File: config.mk
export PLATFORM = sky130hd
export DESIGN_NAME = mlp_acc_bias_relu
export DESIGN_NICKNAME = d
export VERILOG_FILES = /design/src/rtl/mlp_acc_bias_relu.sv
export SDC_FILE = /design/constraint.sdc
export NUM_CORES = 1
export LEC_CHECK = 0
export CAP_MARGIN = 10
export CORE_MARGIN = 1.5
export CORE_UTILIZATION = 30
export DETAILED_ROUTE_END_ITERATION = 8
export MAX_ROUTING_LAYER = met4
export SYNTH_ARGS = -nofsm -noshare
export SYNTH_HDL_FRONTEND = slang
export SYNTH_SLANG_ARGS = --single-unit
File: constraint.sdc
create_clock -name clk -period 4.4 [get_ports clk]
set_input_delay 0.44 -clock clk [delete_from_list [all_inputs] [get_ports clk]]
set_output_delay 0.44 -clock clk [all_outputs]
set_load 0.02 [all_outputs]
File: src/rtl/mlp_acc_bias_relu.sv
// ============================================================================
// Module   : mlp_acc_bias_relu
// Brief    : Per-lane neuron accumulator: sums a product stream, adds bias,
//            saturates, applies ReLU, holds the result behind valid/ready.
// Revision : 1.0
// ============================================================================
`default_nettype none

module mlp_acc_bias_relu #(
   parameter int DATA_W   = 16,
   parameter int ACC_W    = 24,
   parameter int N_INPUTS = 8,
   parameter int CNT_W    = 8
) (
   input  logic                     clk,
   input  logic                     reset,
   input  logic                     ce,
   input  logic                     in_valid,
   output logic                     in_ready,
   input  logic signed [DATA_W-1:0] in_data,
   input  logic                     in_last,
   input  logic signed [DATA_W-1:0] bias,
   output logic                     out_valid,
   input  logic                     out_ready,
   output logic        [DATA_W-1:0] out_data,
   output logic        [CNT_W-1:0]  beat_cnt,
   output logic                     err_len
);

   localparam int SUM_W = ACC_W + 1;
   localparam logic signed [SUM_W-1:0] c_POS_MAX = SUM_W'(2 ** (DATA_W - 1) - 1);
   localparam logic        [CNT_W:0]   c_N       = (CNT_W + 1)'(N_INPUTS);
   localparam logic        [CNT_W-1:0] c_CNT_MAX = '1;

   typedef enum logic [0:0] {
      IDLE = 1'b0,
      ACC  = 1'b1
   } state_t;

   state_t                    r_state;
   state_t                    w_state_nxt;
   logic signed [ACC_W-1:0]   r_acc;
   logic signed [ACC_W-1:0]   w_acc_nxt;
   logic        [CNT_W-1:0]   r_cnt;
   logic        [CNT_W-1:0]   w_cnt_nxt;
   logic                      r_out_valid;
   logic        [DATA_W-1:0]  r_out_data;
   logic                      r_err;

   logic                      w_in_ready;
   logic                      w_in_fire;
   logic                      w_out_fire;
   logic                      w_load;
   logic signed [ACC_W-1:0]   w_acc_base;
   logic signed [SUM_W-1:0]   w_sum;
   logic        [DATA_W-1:0]  w_result;
   logic        [CNT_W:0]     w_cnt_p1;
   logic                      w_len_err;

   // A full result register only blocks input when downstream is not draining it.
   assign w_in_ready = ~r_out_valid | out_ready;
   assign w_in_fire  = ce & in_valid & w_in_ready;
   assign w_out_fire = ce & r_out_valid & out_ready;
   assign w_load     = w_in_fire & in_last;

   assign w_acc_base = (r_state == ACC) ? r_acc : '0;
   assign w_sum      = SUM_W'(w_acc_base) + SUM_W'(in_data) + SUM_W'(bias);

   always_comb begin
      w_result = w_sum[DATA_W-1:0];
      if (w_sum[SUM_W-1]) begin
         w_result = '0;
      end else if (w_sum > c_POS_MAX) begin
         w_result = c_POS_MAX[DATA_W-1:0];
      end
   end

   assign w_cnt_p1  = {1'b0, r_cnt} + (CNT_W + 1)'(1);
   assign w_len_err = w_in_fire & (in_last ? (w_cnt_p1 != c_N) : (w_cnt_p1 == c_N));

   always_comb begin
      w_state_nxt = r_state;
      w_acc_nxt   = r_acc;
      w_cnt_nxt   = r_cnt;
      if (w_in_fire) begin
         if (in_last) begin
            w_state_nxt = IDLE;
            w_acc_nxt   = '0;
            w_cnt_nxt   = '0;
         end else begin
            case (r_state)
               IDLE: begin
                  w_state_nxt = ACC;
                  w_acc_nxt   = ACC_W'(in_data);
                  w_cnt_nxt   = CNT_W'(1);
               end
               ACC: begin
                  w_acc_nxt = r_acc + ACC_W'(in_data);
                  w_cnt_nxt = (r_cnt == c_CNT_MAX) ? r_cnt : w_cnt_p1[CNT_W-1:0];
               end
               default: begin
                  w_state_nxt = IDLE;
               end
            endcase
         end
      end
   end

   always_ff @(posedge clk or negedge reset) begin
      if (!reset) begin
         r_state <= IDLE;
         r_acc   <= '0;
         r_cnt   <= '0;
      end else begin
         r_state <= w_state_nxt;
         r_acc   <= w_acc_nxt;
         r_cnt   <= w_cnt_nxt;
      end
   end

   // A last-beat load wins over a drain, so back-to-back results leave no bubble.
   always_ff @(posedge clk or negedge reset) begin
      if (!reset) begin
         r_out_valid <= 1'b0;
         r_out_data  <= '0;
         r_err       <= 1'b0;
      end else begin
         if (w_load) begin
            r_out_valid <= 1'b1;
            r_out_data  <= w_result;
         end else if (w_out_fire) begin
            r_out_valid <= 1'b0;
         end
         if (w_len_err) begin
            r_err <= 1'b1;
         end
      end
   end

   assign in_ready  = w_in_ready;
   assign out_valid = r_out_valid;
   assign out_data  = r_out_data;
   assign beat_cnt  = r_cnt;
   assign err_len   = r_err;

endmodule

`default_nettype wire

; Word-level counts from Yosys, hierarchy flattened
; Index checks and enable logic that the tools add are counted.
[totals]
output_inout_bits = 27
ff_bits = 51
wordCells = 38
[classes]
n_eq_ne = 4
addsub = 4
magnitude_cmp = 1
reduce_logical = 2
mux = 12
bitwise = 9
[ops]
columns = op, n
row1 = two-way mux 24 bit, 2
row2 = one-hot mux 24 bit (2 select lines), 1
row3 = two-way mux 16 bit, 2
row4 = adder 24 x 16 -> 25 bit, 1
row5 = adder 25 x 16 -> 25 bit, 1
row6 = "> comparator 25 x 16 -> 1 bit, second input constant", 1
row7 = adder 24 x 16 -> 24 bit, 1
row8 = two-way mux 8 bit, 2
row9 = one-hot mux 8 bit (2 select lines), 1
row10 = "adder 8 x 1 -> 9 bit, second input constant", 1
row11 = "equality test 9 x 4 -> 1 bit, second input constant", 1
row12 = "!= test 9 x 4 -> 1 bit, second input constant", 1
row13 = "equality test 8 bit, second input constant", 1
row14 = AND 1 bit, 6
row15 = two-way mux 1 bit, 4
row16 = "!= test 3 bit, second input constant", 1
row17 = inverter 1 bit, 2
row18 = AND reduction 2 bit, 1
row19 = nonzero test 2 bit, 1
row20 = OR 1 bit, 1

; Longest topological paths before layout
; Gate-level depths: netlist of the first run.
[depth]
word_depth = 6
ltp_mapped = 18
depth_no_buf = 15

; Least setup slack after synthesis of the first run
; OpenSTA, ideal clock, no wires.
[synth_path]
path_type = register to register
startpoint = reg r_state
endpoint = reg r_out_data[10], in the netlist out_data[10]
slack_ps = 310
required_time_ps = 4274
arrival_ps = 3964
n_path_buf = 4
stages_incl_launch_ff = 17
period_less_slack_ps = 4090
cell_sequence = dfrtp_1 clkbuf_1 buf_1 clkbuf_1 and2_1 fa_1 ha_1 a2111oi_0 o21ai_1 a41oi_1 o211ai_1 nand2_1 xor2_1 nand3_1 nor4_4 buf_6 a21oi_1
[synth_via]
elab_chain_cells = 6
[synth_rtl]
columns = item, line_no
row1 = from (decl), 40  ; state_t r_state;
row2 = from (signal assigned), 115  ; r_state <= w_state_nxt;
row3 = two-way mux 24 bit *, 66  ; assign w_acc_base = (r_state == ACC) ? r_acc : '0;
row4 = adder 24 x 16 -> 25 bit *, 67  ; assign w_sum = SUM_W'(w_acc_base) + SUM_W'(in_data) + SUM_W'(bias);
row5 = adder 25 x 16 -> 25 bit *, 67
row6 = > comparator 25 x 16 -> 1 bit, 73  ; end else if (w_sum > c_POS_MAX) begin
row7 = two-way mux 16 bit, 73
row8 = two-way mux 16 bit *, 71  ; if (w_sum[SUM_W-1]) begin
row9 = to (signal assigned), 130  ; r_out_data <= w_result;
row10 = to (decl), 47  ; logic [DATA_W-1:0] r_out_data;
; Mark *: on every way between the ends. The rest lies on a longest branch, timed or not.
; A chain may end at the register's enable or synchronous reset.

; Worst setup path in the final report of the first run
[layout_path]
startpoint = reg r_state
endpoint = reg r_out_data[8], in the netlist out_data[8]
; Same word-level chain as after synthesis.

==> results of run 1 <==
[placed cells by master, fill, tap and decap left out, types with 4 or more instances in the layout]
cell,instances
clkbuf_16,5
nand2b_1,10
o221ai_1,16
nor2_1,41
mux2i_1,9
inv_1,26
dfrtp_1,51
nor2b_1,5
ha_1,47
o31ai_1,7
buf_4,14
o21ai_0,45
or3_1,4
nand4_1,6
a31oi_1,6
fa_1,26
nand2_1,56
clkdlybuf4s50_1,63
nand3b_1,4
a211oi_1,8
and2_1,26
o21a_1,6
nor4_1,5
a2111oi_0,6
and3_1,4
xor2_1,7
xnor2_1,29
a21o_1,16
nand3_1,15
o21bai_1,6
a21oi_1,60
[worst max-delay path: stages, from the launching register on]
cell and delay (ns):
dfrtp_1 0.45, buf_4 0.19, and2_1 0.16, fa_1 0.43
ha_1 0.38, o21ai_0 0.11, a21oi_1 0.26, nand4_1 0.16
o21ba_2 0.26, o211a_1 0.27, o21ai_0 0.28, a2111o_1 0.54
o221ai_1 0.22, a21oi_1 0.15
[area by class of cell]
cell class	count	share of cell area, %
Inverter	27	1.57
Clock inverter	3	0.408
Clock buffer	5	1.94
Sequential cell	51	19.8
Multi-Input combinational cell	519	60.4
Tap cell	225	4.37
Timing Repair Buffer	78	11.5
[registers in the layout, indices dropped and copies added, names as in the netlist]
signal	cells
err_len	1
out_valid	1
r_acc	24
out_data	16
beat_cnt	8
r_state	1
[worst paths after layout]
check	to	slack, ns	depth (start not counted)
worst max-delay path	out_data[8]	0.45	13
worst min-delay path	r_acc[4]	0.25	2
worst max register to register	out_data[8]	0.45	13
worst min register to register	err_len	0.46	1
max in group asynchronous	out_data[14]	3.68	2
min in group clk	err_len	0.46	1
[power by group through the flow]
stage	sequential (mW)	clock, mW	combinational, mW
floorplan	0.784	0	1.51
global placement	0.719	0	2.19
detailed placement	0.720	0	2.20
CTS	0.712	0.442	2.21
global route	0.733	0.466	2.46
finish	0.710	0.428	2.22
[logic make-up after synthesis]
group,after synthesis
AO/OA/AOI/OAI,213
multiplexers,11
XOR/XNOR,36
adder cells (fa/ha/maj),73
AND/OR/NAND/NOR,186
flip-flops,51
buffers and inverters,51
[per-stage QoR]
stage | instance area, um^2 | hold slack, ns | total power [mW] | setup slack, ns
floorplan | 5370 | 0.144 | 2.30 | 0.310
global placement | 6290 | 0.447 | 2.91 | 0.264
detailed placement | 6290 | 0.447 | 2.92 | 0.184
CTS | 6440 | 0.278 | 3.36 | 0.450
global route | 6440 | 0.317 | 3.66 | 0.159
finish | 6440 | 0.247 | 3.36 | 0.454
[per-layer routing]
layer | track usage (%) | share of wire [%] | routed length (um) | vias to the layer above
met1 | 24.5 | 52 | 7460 | 2229
met5 | - | 0 | 0 | -
met4 | 3.43 | 1.0 | 143 | 0
met3 | 2.19 | 4.5 | 646 | 11
li1 | - | - | - | 2410
met2 | 23.3 | 42 | 6050 | 134
==> metrics.md, run 1 <==
| Metric | Value |
|---|---|
| Post-synth top area cell | dfrtp_1 |
| Skew-Pair Late Insertion Delay | 0.31 ns |
| Cell variety after synth | 67 |
| Port bufs | 64 |
| Clk pwr share | 12.8% |
| Post-synth ARST share | 100% |
| Initial Util | 30.8% |
| Placer Congestion | 0.922 |
| Cts hold-fix bufs | 0 |
| Crit Path Class | reg2reg |
| Synth Area in XOR/XNOR | 5.87% |
| Register area | 1280 um^2 |
| Post-Syn Area per Cell | 8.64 um^2 |
| Worst r2r src | r_state |
| Pre-Repair DR Iteration Count | 5 |
| Vias | 4784 |
| Period utilisation layout | 89.7% |
| CTS tree | built |
| Slew Limit Fails | 0 |
| Most frequent cell after synthesis | a21oi_1 |
| Largest net degree at the start of global routing | 52 |
| CP startpoint | r_state |
| Critical Path Fanout Max | 15 |
| Switch share | 46.1% |
| Setup TNS | 0 ns |
| Unrepaired setup endpoints after global routing | false |
| Sequential Power Share | 21.2% |
| Post-Syn Area | 5370 um^2 |
| Post-CTS sizing | 0 |
| Final hold vios | 0 |
| Min Tclk post-route | 3.95 ns |
| Primary FF master, synth | dfrtp_1 |
| Tot GR Track Use | 16.4% |
| First-pass GRT wire length | 23400 um |
| # H-tree levels | 2 |
| IO Pins | 65 |
| Post-Synth Adder-Cell Area | 20.7% |
| Min-Delay Path Class | in2async |
| Post-synthesis instance total | 621 |
| Post-layout util | 37.0% |
| Inserted Diodes | 0 |
| DRC errors left | 0 |
| Sequential fraction of the synthesis area | 23.8% |
| Final Setup Violations | 0 |
| Syn. warnings | 0 |
| Internal | 1.81 mW |
| Layout cells sized above 1 | 5.42% |
| Routed Antenna Nets | 0 |
| Worst Skew | 0.0136 ns |
| PD cells | 522 nW/um^2 |
| Critical Path AT | 4.18 ns |
| Clk slew on worst S/H paths | 0.08 ns |
| 1st-iter DRT viols | 431 |
| Vias in the first global route | 4573 |
| CP endpoint kind | register |
| Core box area | 17400 um^2 |
| Final Non-Filler Cells | 908 |
| Dpl hpwl | 11000 um |
| Logic pwr share | 66.1% |
| Achievable Freq | 253 MHz |
| Grt ovf | 0 |
| Switch Pwr | 1.55 mW |
| Die Ht | 137 um |
| Worst vdd ir | 0.252 mV |
| Multi-input logic area | 3890 um^2 |
| Num CTS Buffers | 5 |
| Startpoint types | register |
| Mux contribution to synthesized area | 2.10% |
| Die X | 137 um |
| Post-Route WL | 14300 um |
| P_leak | 2.77 nW |
| Initial antenna violation count | 0 |
| Simple-gate share of the synthesized area | 17.4% |
| Clock Sink Count | 51 |
| WL per Instance | 15.8 um |
| DR vias/cell | 5.27 |
| Slew @ Worst Pin | 0.978 ns |
| Clk root buf | clkbuf_16 |
| Max cap viols | 0 |
| Largest family of logic cells by synthesized area | compound AO/OA/AOI/OAI gates |
| Top cells by area, synth | dfrtp_1 24%, ha_1 11%, fa_1 9.7%, a21oi_1 5.6%, xnor2_1 4.7% |
| Required time worst endpoint | 4.63 ns |
| Syn Nets | 732 |
| Synthesis-to-finish area growth | 20.0% |
| Post-synth EDFFs | 0 |
| Placed Cells | 900 |
| Rows | 48 |
| Nets | 793 |
| Synth cell count leaders | 60 x a21oi_1, 56 x nand2_1, 51 x dfrtp_1 |
| Area share of the largest cell type after synthesis | 23.8% |
| Clk buf depth | 2 |
| Die area | 18700 um^2 |
| Number of synthesized register bits | 51 |
| Post-synthesis compound-gate area fraction | 26.4% |
| Status | finished, final reports clean |
| Post-CTS setup buffers | 0 |
| Slew headroom | 34.4% |
| Fillers | 1803 |
(Power assumes the default switching activity.)
==> run 2, diff against run 1 <==
--- a/config.mk
+++ b/config.mk
@@ -10,6 +10,8 @@
 export CORE_UTILIZATION = 30
 export DETAILED_ROUTE_END_ITERATION = 8
 export MAX_ROUTING_LAYER = met4
+export RECOVER_POWER = 25
+export SETUP_SLACK_MARGIN = 0.4
 export SYNTH_ARGS = -nofsm -noshare
 export SYNTH_HDL_FRONTEND = slang
 export SYNTH_SLANG_ARGS = --single-unit
==> constraint.sdc (replaced) <==
create_clock -name clk -period 4.8 [get_ports clk]
set_input_delay 0.48 -clock clk [delete_from_list [all_inputs] [get_ports clk]]
set_output_delay 0.48 -clock clk [all_outputs]
set_load 0.02 [all_outputs]
==> run 2 against run 1 <==
Effect of this change:
- the run now ends with max-capacitance violations, max-slew violations left
- via count up 1.3%
- critical path depth did not move
- critical path type unchanged
- largest cell class unchanged
- utilization increased by 0.050 points
- non-clock buffer count fell by 5
- clock skew fell by 0.0035 ns
- global-route usage increased by 0.21 points
- combinational power shrank 9.5%
- first-iteration DRC count decreased by 3.0%
- clock-buffer cell count is the same
- clock power is 2% higher
- highest routed layer unchanged
- design area grew 0.14%
- fmax fell by 3.9%
==> metrics.md, run 2 (same netlist as run 1, synthesis figures left out) <==
| Metric | Value |
|---|---|
| Setup TNS | 0 ns (unchanged) |
| First-pass GRT wire length | 23700 um (was 23400 um) |
| Startpoint types | register (unchanged) |
| Min Tclk post-route | 4.10 ns (was 3.95 ns) |
| Setup Slack @ Placement | 0.308 ns (was 0.184 ns) |
| CP endpoint kind | register (unchanged) |
| Skew-Pair Late Insertion Delay | 0.31 ns (about the same) |
| Crit path cell chain | buf_12, and2_1, fa_1, ha_1, a2111oi_0, o21ai_1, nand4_1, o21ba_2, o211a_1, o21ai_0, a2111o_2, o221ai_1, a21oi_1 (was buf_4, and2_1, fa_1, ha_1, o21ai_0, a21oi_1, nand4_1, o21ba_2, o211a_1, o21ai_0, a2111o_1, o221ai_1, a21oi_1) |
| Core box area | 17400 um^2 (unchanged) |
| Num CTS Buffers | 5 (unchanged) |
| Top reg by flops | r_acc (unchanged) |
| Dpl hpwl | 11000 um (about the same) |
| Port bufs | 64 (unchanged) |
| Most common cell after layout, fill and taps aside | clkdlybuf4s50_1 (unchanged) |
| Critical Path Fanout Max | 32 (was 15) |
| Die area | 18700 um^2 (unchanged) |
| Period utilisation layout | 85.5% (was 89.7%) |
| Min-Delay Path Class | reg2reg (was in2async) |
| Final Setup Violations | 0 (unchanged) |
| Status | complete, but fails checks (was finished, final reports clean) |
| Slew Limit Fails | 52 (was 0) |
| Slew headroom | -93.7% (was 34.4%) |
| # H-tree levels | 2 (unchanged) |
| P_leak | 2.76 nW (was 2.77 nW) |
| Clk root buf | clkbuf_16 (unchanged) |
| Inserted Diodes | 0 (unchanged) |
| Hold path start | err_len |
| Initial Util | 30.8% (unchanged) |
| 1st-iter DRT viols | 418 (was 431) |
| Clk buf depth | 2 (unchanged) |
| Nets | 788 (was 793) |
| DRC errors left | 0 (unchanged) |
| Achievable Freq | 244 MHz (was 253 MHz) |
| Critical Path AT | 4.29 ns (was 4.18 ns) |
| IO Pins | 65 (unchanged) |
| Die X | 137 um (unchanged) |
| R2R Path End | out_data[1] (was out_data[8]) |
| R2R Setup Slk | 0.70 ns (was 0.45 ns) |
| Final worst slack | 0.696 ns (was 0.454 ns) |
| Clock Sink Count | 51 (unchanged) |
| Crit path largest cell delay | 0.64 ns (was 0.54 ns) |
| DR vias/cell | 5.37 (was 5.27) |
| Clk slew on worst S/H paths | 0.08 ns (about the same) |
| Layout cells sized above 1 | 5.01% (was 5.42%) |
| Worst Skew | 0.0101 ns (was 0.0136 ns) |
| Post-CTS setup buffers | 0 (unchanged) |
| Fillers | 1779 (was 1803) |
| WL per Instance | 15.8 um (about the same) |
| Worst Reg-to-Reg Cells | 13 (unchanged) |
| Grt ovf | 0 (unchanged) |
| Rows | 48 (unchanged) |
| PD cells | 482 nW/um^2 (was 522 nW/um^2) |
| Slew @ Worst Pin | 2.90 ns (was 0.978 ns) |
| Placer Congestion | 0.887 (was 0.922) |
| Violated checks | max-capacitance violations, max-slew violations |
| Leading cell types in the layout, fill and taps excluded | 63 x clkdlybuf4s50_1, 60 x a21oi_1, 56 x nand2_1, 50 x dfrtp_1, 47 x ha_1 (was 63 x clkdlybuf4s50_1, 60 x a21oi_1, 56 x nand2_1, 51 x dfrtp_1, 47 x ha_1) |
| Max cap viols | 1 (was 0) |
| Hold Path Depth | 1 |
| Vias in the first global route | 4635 (was 4573) |
| Initial antenna violation count | 0 (unchanged) |
| Worst vdd ir | 0.236 mV (was 0.252 mV) |
| Unrepaired setup endpoints after global routing | false (unchanged) |
| CTS tree | built (unchanged) |
| Max reg flops | 24 (unchanged) |
| Largest net degree at the start of global routing | 52 (unchanged) |
| Slowest CP cell | a2111o_2 (was a2111o_1) |
| Post-Route WL | 14300 um (about the same) |
| Worst Hold Margin | 0.455 ns (was 0.247 ns) |
| Routed Antenna Nets | 0 (unchanged) |
| Worst r2r src | r_state (unchanged) |
| Worst Hold Path EP | err_len |
| Synthesis-to-finish area growth | 20.1% (was 20.0%) |
| Pre-Repair DR Iteration Count | 5 (unchanged) |
| Final hold vios | 0 (unchanged) |
| Die Ht | 137 um (unchanged) |
| Tot GR Track Use | 16.6% (was 16.4%) |
| Vias | 4847 (was 4784) |
| Cts hold-fix bufs | 0 (unchanged) |
| Crit Path Class | reg2reg (unchanged) |
| Required time worst endpoint | 4.98 ns (was 4.63 ns) |
## run 2: critical path, delay by kind of cell, from the launching register on
family / cells / cell delay, ns
flip-flops: 1 / 0.51
buffers and inverters: 1 / 0.23
adder cells (fa/ha/maj): 2 / 0.77
AND/OR/NAND/NOR: 2 / 0.31
AO/OA/AOI/OAI: 8 / 2.13
## run 2: where the power goes
part / switching [mW] / internal, mW
Clock: 0.187 / 0.249
Combinational: 1.12 / 0.893
Sequential: 0.102 / 0.557
Total: 1.41 / 1.70
## run 2: worst max path at each step
stage	start	to	slack, ns
after global routing	r_state	out_data[6]	0.41
final	r_state	out_data[1]	0.70
after floorplan	r_state	out_data[10]	0.71
after global placement	in_data[15]	out_data[8]	0.36
after detailed placement	in_data[15]	out_data[8]	0.31
after CTS	r_state	out_data[1]	0.48
## run 2: area by class of cell
type | count | area (um^2) | share of cell area, %
multi-input cells | 519 | 3900 | 60.5
repair buffers | 73 | 712 | 11.0
clock buffers | 5 | 125 | 1.94
well taps | 225 | 282 | 4.37
flip-flops and latches | 51 | 1280 | 19.8
clock inverters | 3 | 46.3 | 0.718
inverters | 27 | 101 | 1.57
## run 2: layer usage
| metal | GRT usage [%] | part of all wire (%) | vias up |
|---|---|---|---|
| li1 | - | - | 2408 |
| met2 | 24.5 | 43 | 122 |
| met1 | 23.1 | 51 | 2308 |
| met5 | - | 0 | - |
| met3 | 3.22 | 5.6 | 9 |
| met4 | 4.37 | 1.2 | 0 |
## run 2: metrics by stage
| stage | total power, mW | util (%) | instance area, um^2 | cells |
|---|---|---|---|---|
| detailed placement | 2.65 | 36.0 | 6260 | 895 |
| global placement | 2.64 | 36.0 | 6260 | 895 |
| finish | 3.11 | 37.0 | 6450 | 903 |
| global route | 3.39 | 37.0 | 6450 | 903 |
| floorplan | 2.11 | - | 5370 | 621 |
| CTS | 3.10 | 36.9 | 6430 | 903 |
## run 2: what timing repair did
action                     CTS  global route
resized for setup            0             4
hold endpoints to repair     0             0
setup endpoints to repair    0            15
==> run 3, diff against run 2 <==
--- a/config.mk
+++ b/config.mk
@@ -6,10 +6,11 @@
 export NUM_CORES = 1
 export LEC_CHECK = 0
 export CAP_MARGIN = 10
-export CORE_MARGIN = 1.5
+export CORE_MARGIN = 2
 export CORE_UTILIZATION = 30
 export DETAILED_ROUTE_END_ITERATION = 8
 export MAX_ROUTING_LAYER = met4
+export PLACE_DENSITY = 0.45
 export RECOVER_POWER = 25
 export SETUP_SLACK_MARGIN = 0.4
 export SYNTH_ARGS = -nofsm -noshare
==> run 3 against run 2 <==
Effect of this change:
- the run still ends with max-capacitance violations, max-slew violations left
- total power is 0.76% lower
- design area about the same
- flip-flop and latch count is the same
- worst setup slack got worse by 0.062 ns
- fmax is 1.5% lower
- global-route usage up 0.91 points
- cell count up 0.33%
- via count is 0.93% lower
- critical path depth grew 2
- register-to-register slack hardly changed
- combinational power about the same
- hold slack improved by 0.019 ns
- critical path type is now in2reg
- largest cell class unchanged
==> metrics.md, run 3 (same netlist as run 1, synthesis figures left out) <==
| Metric | Value |
|---|---|
| Status | complete, but fails checks (unchanged) |
| Violated checks | max-capacitance violations, max-slew violations (unchanged) |
| 1st-iter DRT viols | 269 (was 418) |
| Final hold vios | 0 (unchanged) |
| First-pass GRT wire length | 25200 um (was 23700 um) |
| PD cells | 479 nW/um^2 (was 482 nW/um^2) |
| DRC errors left | 0 (unchanged) |
| Synthesis-to-finish area growth | 20.0% (was 20.1%) |
| P_leak | 2.76 nW (about the same) |
| Initial antenna violation count | 0 (unchanged) |
| Met1 Routed Length | 7790 um (was 7240 um) |
| Num CTS Buffers | 5 (unchanged) |
| Nets | 791 (was 788) |
| Rows | 48 (unchanged) |
| Core box area | 17400 um^2 (unchanged) |
| Grt ovf | 0 (unchanged) |
| Die area | 19000 um^2 (was 18700 um^2) |
| Post-layout util | 37.0% (about the same) |
| Port bufs | 64 (unchanged) |
| Crit Path Class | in2reg (was reg2reg) |
| Vias in the first global route | 4822 (was 4635) |
| Slew @ Worst Pin | 2.99 ns (was 2.90 ns) |
| Largest net degree at the start of global routing | 52 (unchanged) |
| Die X | 138 um (was 137 um) |
| Hold Path Depth | 1 (unchanged) |
| Worst vdd ir | 0.230 mV (was 0.236 mV) |
| Worst Reg-to-Reg Cells | 16 (was 13) |
| Required time worst endpoint | 4.98 ns (about the same) |
| Worst Skew | 0.0155 ns (was 0.0101 ns) |
| Top reg by flops | r_acc (unchanged) |
| Min Tclk post-route | 4.17 ns (was 4.10 ns) |
| Max cap viols | 1 (unchanged) |
| Clk root buf | clkbuf_16 (unchanged) |
| Tot GR Track Use | 17.5% (was 16.6%) |
| Achievable Freq | 240 MHz (was 244 MHz) |
| Initial Util | 30.8% (unchanged) |
| Design area | 6440 um^2 (was 6450 um^2) |
| Skew-Pair Late Insertion Delay | 0.31 ns (about the same) |
| Fillers | 1834 (was 1779) |
| Vias | 4802 (was 4847) |
| Final Setup Violations | 0 (unchanged) |
| Slew Limit Fails | 52 (unchanged) |
| Critical Path Fanout Max | 15 (was 32) |
| WL per Instance | 16.9 um (was 15.8 um) |
| Setup Slack @ Placement | 0.321 ns (was 0.308 ns) |
| Clock Sink Count | 51 (unchanged) |
| Leading cell types in the layout, fill and taps excluded | 63 x clkdlybuf4s50_1, 60 x a21oi_1, 56 x nand2_1, 50 x dfrtp_1, 47 x ha_1 (unchanged) |
| Post-Route WL | 15300 um (was 14300 um) |
| Routed Antenna Nets | 0 (unchanged) |
| Critical Path AT | 4.35 ns (was 4.29 ns) |
| Startpoint types | input pin (was register) |
| Slew headroom | -99.1% (was -93.7%) |
| Most common cell after layout, fill and taps aside | clkdlybuf4s50_1 (unchanged) |
| Clk slew on worst S/H paths | 0.07 ns (was 0.08 ns) |
| Layout cells sized above 1 | 5.14% (was 5.01%) |
| Dpl hpwl | 11800 um (was 11000 um) |
| Pre-Repair DR Iteration Count | 5 (unchanged) |
| Min-Delay Path Class | reg2reg (unchanged) |
| Area after DPL | 6280 um^2 (was 6260 um^2) |
| Most frequent CP cell | fa_1 |
| Inserted Diodes | 0 (unchanged) |
| Crit path cell chain | clkdlybuf4s50_1, fa_1, ha_1, inv_1, fa_1, nor2b_4, o2111ai_2, nand3_2, a311oi_2, a211oi_1, o211a_1, o32ai_1, nor4_4, buf_4, a21oi_1 (was buf_12, and2_1, fa_1, ha_1, a2111oi_0, o21ai_1, nand4_1, o21ba_2, o211a_1, o21ai_0, a2111o_2, o221ai_1, a21oi_1) |
| Post-CTS setup buffers | 0 (unchanged) |
| Metal2 WL | 6810 um (was 6060 um) |
| Clk buf depth | 2 (unchanged) |
| Unrepaired setup endpoints after global routing | false (unchanged) |
| Max reg flops | 24 (unchanged) |
| Crit path largest cell delay | 0.58 ns (was 0.64 ns) |
| # H-tree levels | 2 (unchanged) |
| Final worst slack | 0.634 ns (was 0.696 ns) |
| Slowest CP cell | fa_1 (was a2111o_2) |
| Setup TNS | 0 ns (unchanged) |
| CTS tree | built (unchanged) |
| DR WL met3 | 523 um (was 792 um) |
| Top routing layer in use | met4 (unchanged) |
| DR vias/cell | 5.30 (was 5.37) |
| IO Pins | 65 (unchanged) |
| CP endpoint kind | register (unchanged) |
| Die Ht | 138 um (was 137 um) |
| Period utilisation layout | 86.8% (was 85.5%) |
| Placer Congestion | 0.901 (was 0.887) |
-- run 3: critical path, delay by kind of cell --
family	cells	cell delay [ns]
compound gates	6	1.25
simple gates	3	0.55
fa+ha+maj	3	1.24
buf+inv	3	0.82
-- run 3: metrics by stage --
stage	cells	power (mW)	hold slack, ns
finish	906	3.08	0.474
global route	906	3.37	0.486
CTS	905	3.09	0.331
detailed placement	897	2.68	0.451
global placement	897	2.67	0.446
floorplan	621	2.11	0.184
-- run 3: per-layer routing --
metal  vias up  global-route usage, %
li1       2406                      -
met1      2276                   24.4
met2       104                   27.3
met3        16                   2.47
met4         0                   3.40
met5         -                      -
-- run 3: worst paths after layout --
path / startpoint / to / slack [ns]
max: in_data[1] / out_data[5] / 0.63
min: err_len / err_len / 0.47
max reg2reg: r_state / out_data[5] / 0.70
min reg2reg: err_len / err_len / 0.47
max in group asynchronous: reset / r_state / 1.67
min in group asynchronous: reset / r_acc[3] / 1.24
-- run 3: report_power, final --
group	internal [mW]	leakage, nW	switching (mW)	total, mW
Clock	0.210	0.0741	0.176	0.385
Sequential	0.557	0.631	0.100	0.657
Combinational	0.902	2.06	1.14	2.04
-- run 3: layout make-up --
type	instances	area [um^2]	share of cell area, %
multi-input cells	519	3900	60.5
flip-flops and latches	51	1280	19.8
repair buffers	76	734	11.4
well taps	225	282	4.37
clock buffers	7	143	2.21
inverters	27	101	1.57
clock inverters	1	8.76	0.136
-- run 3: repair_timing --
action / CTS / global route
hold buffers: 0 / 0
resized for setup: 1 / 3
endpoints found under the hold margin: 0 / 0
endpoints found under the setup margin: 15 / 15
